### config.mk
export PLATFORM = sky130hd
export DESIGN_NAME = regfile_writeback
export DESIGN_NICKNAME = d
export VERILOG_FILES = /design/src/rtl/regfile_writeback.sv
export SDC_FILE = /design/constraint.sdc
export NUM_CORES = 1
export LEC_CHECK = 0
export ABC_AREA = 1
export CAP_MARGIN = 15
export CORE_MARGIN = 1
export CORE_UTILIZATION = 36
export CTS_BUF_LIST = sky130_fd_sc_hd__clkbuf_8
export CTS_CLUSTER_DIAMETER = 120
export DETAILED_ROUTE_END_ITERATION = 8
export GPL_ROUTABILITY_DRIVEN = 0
export PLACE_DENSITY = 0.67
export SLEW_MARGIN = 5
export SYNTH_ARGS = -nofsm -noshare
export SYNTH_HDL_FRONTEND = slang
export SYNTH_SLANG_ARGS = --single-unit
### constraint.sdc
create_clock -name clk -period 4.86 [get_ports clk]
set_input_delay 1.215 -clock clk [delete_from_list [all_inputs] [get_ports clk]]
set_output_delay 1.215 -clock clk [all_outputs]
set_load 0.02 [all_outputs]
### src/rtl/regfile_writeback.sv
// Writeback arbiter and register scoreboard.
// Merges ALU and load results into a single register-file write port.
// It also tracks which registers still have a write outstanding.
//
// Handshake: the ALU has no ready signal and always wins the port.
// The load unit uses valid/ready. A load transfers only on a cycle where
// lsu_valid && lsu_ready. While lsu_valid=1 and lsu_ready=0 the source
// must hold lsu_rd/lsu_data steady; nothing is captured for it here.
module regfile_writeback (
  input  logic        clk,
  input  logic        rst,
  input  logic        alu_valid,
  input  logic [4:0]  alu_rd,
  input  logic [31:0] alu_data,
  input  logic        lsu_valid,
  output logic        lsu_ready,
  input  logic [4:0]  lsu_rd,
  input  logic [31:0] lsu_data,
  input  logic        issue_valid,
  input  logic [4:0]  issue_rd,
  input  logic [4:0]  rs1,
  input  logic [4:0]  rs2,
  output logic        rs1_busy,
  output logic        rs2_busy,
  output logic        wb_we,
  output logic [4:0]  wb_rd,
  output logic [31:0] wb_data
);

  // Pending bits for x1..x31. x0 is hard-wired to "never pending".
  logic [31:1] pending_q;
  logic [31:0] pending;
  assign pending = {pending_q, 1'b0};

  logic        lsu_take;
  logic        acc_valid;
  logic [4:0]  acc_rd;
  logic [31:0] acc_data;
  logic [31:0] set_mask;
  logic [31:0] clr_mask;

  // Source selection: the ALU has fixed priority and the load waits.
  always_comb begin
    lsu_ready = rst & ~alu_valid;
    lsu_take  = lsu_valid & lsu_ready;
    acc_valid = alu_valid | lsu_take;
    acc_rd    = alu_valid ? alu_rd   : lsu_rd;
    acc_data  = alu_valid ? alu_data : lsu_data;
  end

  // Scoreboard update masks. A set is applied after a clear, so the set wins.
  always_comb begin
    set_mask = '0;
    clr_mask = '0;
    if (issue_valid && (issue_rd != 5'd0)) set_mask[issue_rd] = 1'b1;
    if (acc_valid && (acc_rd != 5'd0))     clr_mask[acc_rd]   = 1'b1;
  end

  // Busy lookup. A result accepted this cycle for the queried register
  // already counts as resolved.
  always_comb begin
    rs1_busy = (rs1 != 5'd0) && pending[rs1] && !(acc_valid && (acc_rd == rs1));
    rs2_busy = (rs2 != 5'd0) && pending[rs2] && !(acc_valid && (acc_rd == rs2));
  end

  // Pending register. Clears are applied first and sets second.
  always_ff @(posedge clk or negedge rst) begin
    if (!rst) begin
      pending_q <= '0;
    end else begin
      pending_q <= (pending_q & ~clr_mask[31:1]) | set_mask[31:1];
    end
  end

  // Registered write port. Address and data hold their values when no
  // source is selected.
  always_ff @(posedge clk or negedge rst) begin
    if (!rst) begin
      wb_we   <= 1'b0;
      wb_rd   <= 5'd0;
      wb_data <= 32'd0;
    end else begin
      wb_we <= acc_valid && (acc_rd != 5'd0);
      if (acc_valid) begin
        wb_rd   <= acc_rd;
        wb_data <= acc_data;
      end
    end
  end

endmodule
### Word-level counts from Yosys, hierarchy flattened

Index checks and enable logic that the tools add are counted.

| cells by class | value |
|---|---|
| shifts and indexed selects | 0 |
| magnitude comparators | 6 |
| equality and inequality tests | 2 |
| multipliers | 0 |
| reductions and logical operators | 16 |
| bitwise gates (word level) | 7 |
| multiplexer cells | 12 |
| divide/modulo/power cells | 0 |
| $add $sub $neg | 0 |

Operators by type and width:

| kind | count |
|---|---|
| two-way mux 32 bit | 3 |
| AND 31 bit | 1 |
| NOT 31 bit | 1 |
| bitwise OR 31 bit | 1 |
| < comparator 5 x 6 -> 1 bit, second input constant | 4 |
| nonzero test 5 bit | 4 |
| binary-select mux 1 bit (select 5 bit) | 2 |
| demux 1 bit (select 5 bit) | 2 |
| == test 5 bit | 2 |
| greater-or-equal comparator 5 x 1 -> 1 bit, second input constant | 2 |
| logical AND 1 bit | 10 |
| two-way mux 5 bit | 1 |
| two-way mux 1 bit | 4 |
| AND 1 bit | 2 |
| logical NOT 1 bit | 2 |
| NOT 1 bit | 1 |
| bitwise OR 1 bit | 1 |

| storage, ports and cells | value |
|---|---|
| flip-flop bits (word level) | 69 |
| bits in read-only memories | 0 |
| latch bits | 0 |
| output and inout port bits | 41 |
| bits of input ports | 94 |
| bits in writable memories | 0 |
| memories | 0 |

### Longest topological paths before layout

| logic depth | value |
|---|---|
| word-level depth | 9 |
| mapped depth | 11 |

### Worst setup path after synthesis

Ideal clock, no wire load.

| path | value |
|---|---|
| path kind | input-to-output |
| start point | input rs1[0] |
| end point | output rs1_busy |
| path buffers | 2 |
| stages on the path | 10 |
| setup slack | 1,257 ps |
| data arrival time | 2,388 ps |
| cell sequence | buf_4 > clkinv_1 > buf_2 > nand2_1 > nand3_1 > nand2_1 > nand2_1 > nand3_1 > nand3_1 > a21oi_1 |

| between the ends | value |
|---|---|
| cells in the longest elaborated chain, start to end | 4 |

RTL lines:

| item | RTL line | text |
|---|---|---|
| start: declaration | 21 | `input logic [4:0] rs1,` |
| binary-select mux 1 bit (select 5 bit) or == test 5 bit (tied branches) | 62 | `rs1_busy = (rs1 != 5'd0) && pending[rs1] && !(acc_valid && (acc_rd == rs1));` |
| two-way mux 1 bit (not written as such) or logical AND 1 bit (tied branches) | 62 |  |
| logical AND 1 bit or logical NOT 1 bit (tied branches) | 62 |  |
| logical AND 1 bit * | 62 |  |
| end: declaration | 23 | `output logic rs1_busy,` |

Every way passes the cells marked *; elsewhere a longest branch is shown, timed or not. The select of a mux whose other input is x is not followed.

### Final worst setup path

| path | value |
|---|---|
| start point | input rs2[0] |
| end point | output rs2_busy |

| between the ends | value |
|---|---|
| cells in the longest elaborated chain, start to end | 4 |

RTL lines:

| item | RTL line | text |
|---|---|---|
| start: declaration | 22 | `input logic [4:0] rs2,` |
| binary-select mux 1 bit (select 5 bit) or == test 5 bit (tied branches) | 63 | `rs2_busy = (rs2 != 5'd0) && pending[rs2] && !(acc_valid && (acc_rd == rs2));` |
| two-way mux 1 bit (not written as such) or logical AND 1 bit (tied branches) | 63 |  |
| logical AND 1 bit or logical NOT 1 bit (tied branches) | 63 |  |
| logical AND 1 bit * | 63 |  |
| end: declaration | 24 | `output logic rs2_busy,` |

Marks and branches as above.

==> impl_metrics.py <==
metrics = {
    "critical_path": {
        "path_class": "in -> out",
        "r2r_cells": 2,
        "r2r_start": "pending_q[7]$_DFF_PN0_",
        "worstPathCellList": "clkdlybuf4s50_1 -> clkinv_1 -> nand2_1 -> nand3_1 -> nand2_1 -> nand2_1 -> nand2_1 -> inv_1 -> nand2_1 -> nand2_1 -> a21oi_1 -> clkdlybuf4s50_1",
        "crit_top_cell": "nand2_1",
        "cp.required_ps": 3640,
        "crit_path_end_kind": "output port",
        "cp.arrival_ps": 3390,
        "max_stage_delay_ps": 610,
        "rr_endpoint": "pending_q[7]$_DFF_PN0_",
        "critPathMaxFanout": 17,
        "cp-start-kind": "input port",
        "worst-path-buf-inv": 4,
        "crit_family": "buffers and inverters",
        "reg2reg_slack_ps": 4090,
        "crit_slowest_cell": "clkdlybuf4s50_1",
    },
    "global_route": {
        "grt_max_degree": 77,
        "overflow": 0,
        "grt_pass1_wl_microns": 22050,
        "gr-usage-met1_pct": 27.96,
        "track_usage_pct": 22.48,
        "grtUsageMet3_pct": 2.909,
        "antenna_found_initial": 0,
        "grt_pass1_vias": 4446,
        "grt_util_met2_pct": 38.55,
        "busiest_layer": "met2",
    },
    "status": {
        "status": "finished clean",
    },
    "logic_synthesis": {
        "yosys_warnings": 0,
        "synth_fp_nets": 713,
        "synth.area.top_cells": "dfrtp_1, nand2_1, o21ai_0, inv_1, nand3_1",
        "yosysTopAreaCellShare_pct": 40.78,
        "yosysTopAreaCell": "dfrtp_1",
        "syn-cell-area_sq_um": 4234,
        "syn_inst": 619,
        "seq_area_frac_synth_pct": 40.78,
        "ys_ff_latch": 69,
        "synth_area_per_cell_sq_um": 6.840,
        "ys_types": 29,
    },
    "route": {
        "drc_errors": 0,
        "routed_wl_microns": 13100,
        "drt_iter0_markers": 338,
        "ant_nets": 0,
        "dr.pass1.iters": 5,
        "via_count": 4496,
        "wire_per_inst_microns": 14.65,
        "route.detailed.vias_per_inst": 5.029,
    },
    "timing": {
        "finalSetupViolCount": 0,
        "hold_viol": 0,
        "fmax_ghz": 0.2173,
        "finalWorstSetupSlack_ps": 258.3,
        "tightestPinTransition_ps": 869.3,
        "fin_crit_sh_pct": 94.69,
        "maxSlewViolCount": 0,
        "rsz0062_at_grt": "no",
        "skew_ps": 0,
        "slew_headroom_pct": 42.04,
        "tns_ps": 0,
        "holdWs_ps": 485.4,
        "post-route-min-period_ps": 4602,
    },
    "layout": {
        "diodes": 0,
        "fillerInstances": 1142,
        "nNetsFinal": 840,
        "post_layout_nonfiller_instances": 894,
        "multi_input_area_sq_um": 2023,
        "regArea_sq_um": 1727,
        "syn2layout_area_growth_pct": 39.21,
        "drive_above_1_share_pct": 5.726,
    },
    "clocking": {
        "htreeDepth": 3,
        "postCtsSetupRepairBufs": 0,
        "cts_sinks": 69,
        "clk_pin_slew_worst_paths_ps": 80,
        "cts_tree": "yes",
        "clkLatencyLatePin_ps": 350,
        "clock_path_buffers": 2,
        "numCtsBuffers": 9,
        "clock-root-buffer": "clkbuf_8",
    },
    "die": {
        "die_area_sq_um": 12200,
        "die_w_microns": 110.5,
        "io_pins": 135,
        "chipHeight_microns": 110.5,
        "core_sq_um": 11420,
        "num_rows": 39,
        "start_util_pct": 37.08,
    },
    "power_and_ir_drop": {
        "powerDensity_nw_per_um2": 315.1,
        "peakVddDrop_uv": 180.7,
        "p_leak_uw": 0.002749,
        "fin_total_pwr_uw": 1857,
    },
    "min_path": {
        "hold_class": "reg -> reg",
        "min-delay-start": "wb_rd[4]$_DFFE_PN0P_",
        "hold_end": "wb_rd[4]$_DFFE_PN0P_",
        "min_delay_path_depth": 2,
    },
    "flow_run": {
        "maxCapViolations": 0,
    },
    "place": {
        "place_hpwl_microns": 10150,
        "dp.cells": 878,
        "dp_slack_ps": 257.5,
        "portBuffers": 134,
    },
}
==> what timing repair did <==
| action | in CTS | in global routing |
|---|---|---|
| endpoints found under the setup margin | 0 | 1 |
| hold buffers | 0 | 0 |
| gates resized for setup | 0 | 1 |
==> state kept, by name, indices dropped and copies added (netlist names) <==
| signal | cells |
|---|---|
| wb_rd | 5 |
| pending_q | 31 |
| wb_data | 32 |
| wb_we | 1 |
==> cell type report <==
cell class	instances	area share (%)
repair buffers	141	23.48
clock buffers	10	2.335
flip-flops and latches	69	29.29
inverters	94	6.050
clock inverters	6	1.486
well taps	143	3.035
multi-input cells	431	34.32
==> routing by layer <==
metal	vias up	routed length [microns]	share of wire, %
met4	0	365	2.8
met1	2049	5406	41
met2	176	6601	50
li1	2237	-	-
met3	34	726	5.5
met5	-	0	0
==> metrics by stage <==
step	cell area, sq um	utilization (%)
floorplan	4234	-
global placement	5665	49.62
detailed placement	5665	49.62
CTS	5891	51.59
global route	5894	51.62
finish	5894	51.62
==> placed cells by master, fill, tap and decap left out, types with 7 or more instances in the layout <==
master,synthesis,layout
o21ai_0,96,96
clkbuf_8,0,10
nor2_1,20,19
buf_4,2,7
nor3_1,10,10
dfrtp_1,69,69
inv_1,90,91
o21ai_1,26,26
nand3_1,55,55
nand2_1,191,191
clkdlybuf4s50_1,0,132
==> logic make-up (layout without fill, tap and decap cells) <==
family / count (synthesis) / count (layout) / share of synthesized area [%]
buffers and inverters: 119 / 251 / 11.61
AND/OR/NAND/NOR: 287 / 287 / 28.72
XOR/XNOR: 2 / 2 / 0.4138
flip-flops: 69 / 69 / 40.78
AO/OA/AOI/OAI: 142 / 142 / 18.47
==> worst min-delay path, stage by stage, from the launching register on <==
cell and delay [ps]:
dfrtp_1 350, nand2_1 50, o21ai_0 50
==> cells in the mapped netlist <==
master	count
o211ai_1	2
buf_2	12
nor2_2	2
nand3_1	55
o32ai_1	1
clkinv_1	2
a21oi_4	1
nand4_1	2
nand3_4	1
o21ai_0	96
o21ai_2	3
o21ai_4	2
nand2_2	2
xor2_1	2
nor2_1	20
a21oi_1	3
nand3_2	1
inv_1	90
nor3_1	10
o31ai_1	6
o21ai_1	26
inv_2	2
buf_4	2
a31oi_1	2
buf_6	3
nand2_1	191
clkbuf_1	8
dfrtp_1	69
nor2_4	3
==> worst max path at each step <==
stage	from	to	slack (ps)	cells after the start
finish	rs2[0]	rs2_busy	260	12
global route	rs1[0]	rs1_busy	80	12
CTS	rs1[0]	rs1_busy	250	12
detailed placement	rs1[0]	rs1_busy	260	12
global placement	rs1[0]	rs1_busy	290	12
floorplan	rs1[0]	rs1_busy	1260	10
==> report_power, final <==
part	switching [uW]	internal (uW)	total (uW)
logic	329	247	577
registers	69.8	682	751
clock network	227	302	529
(Power assumes the default switching activity.)
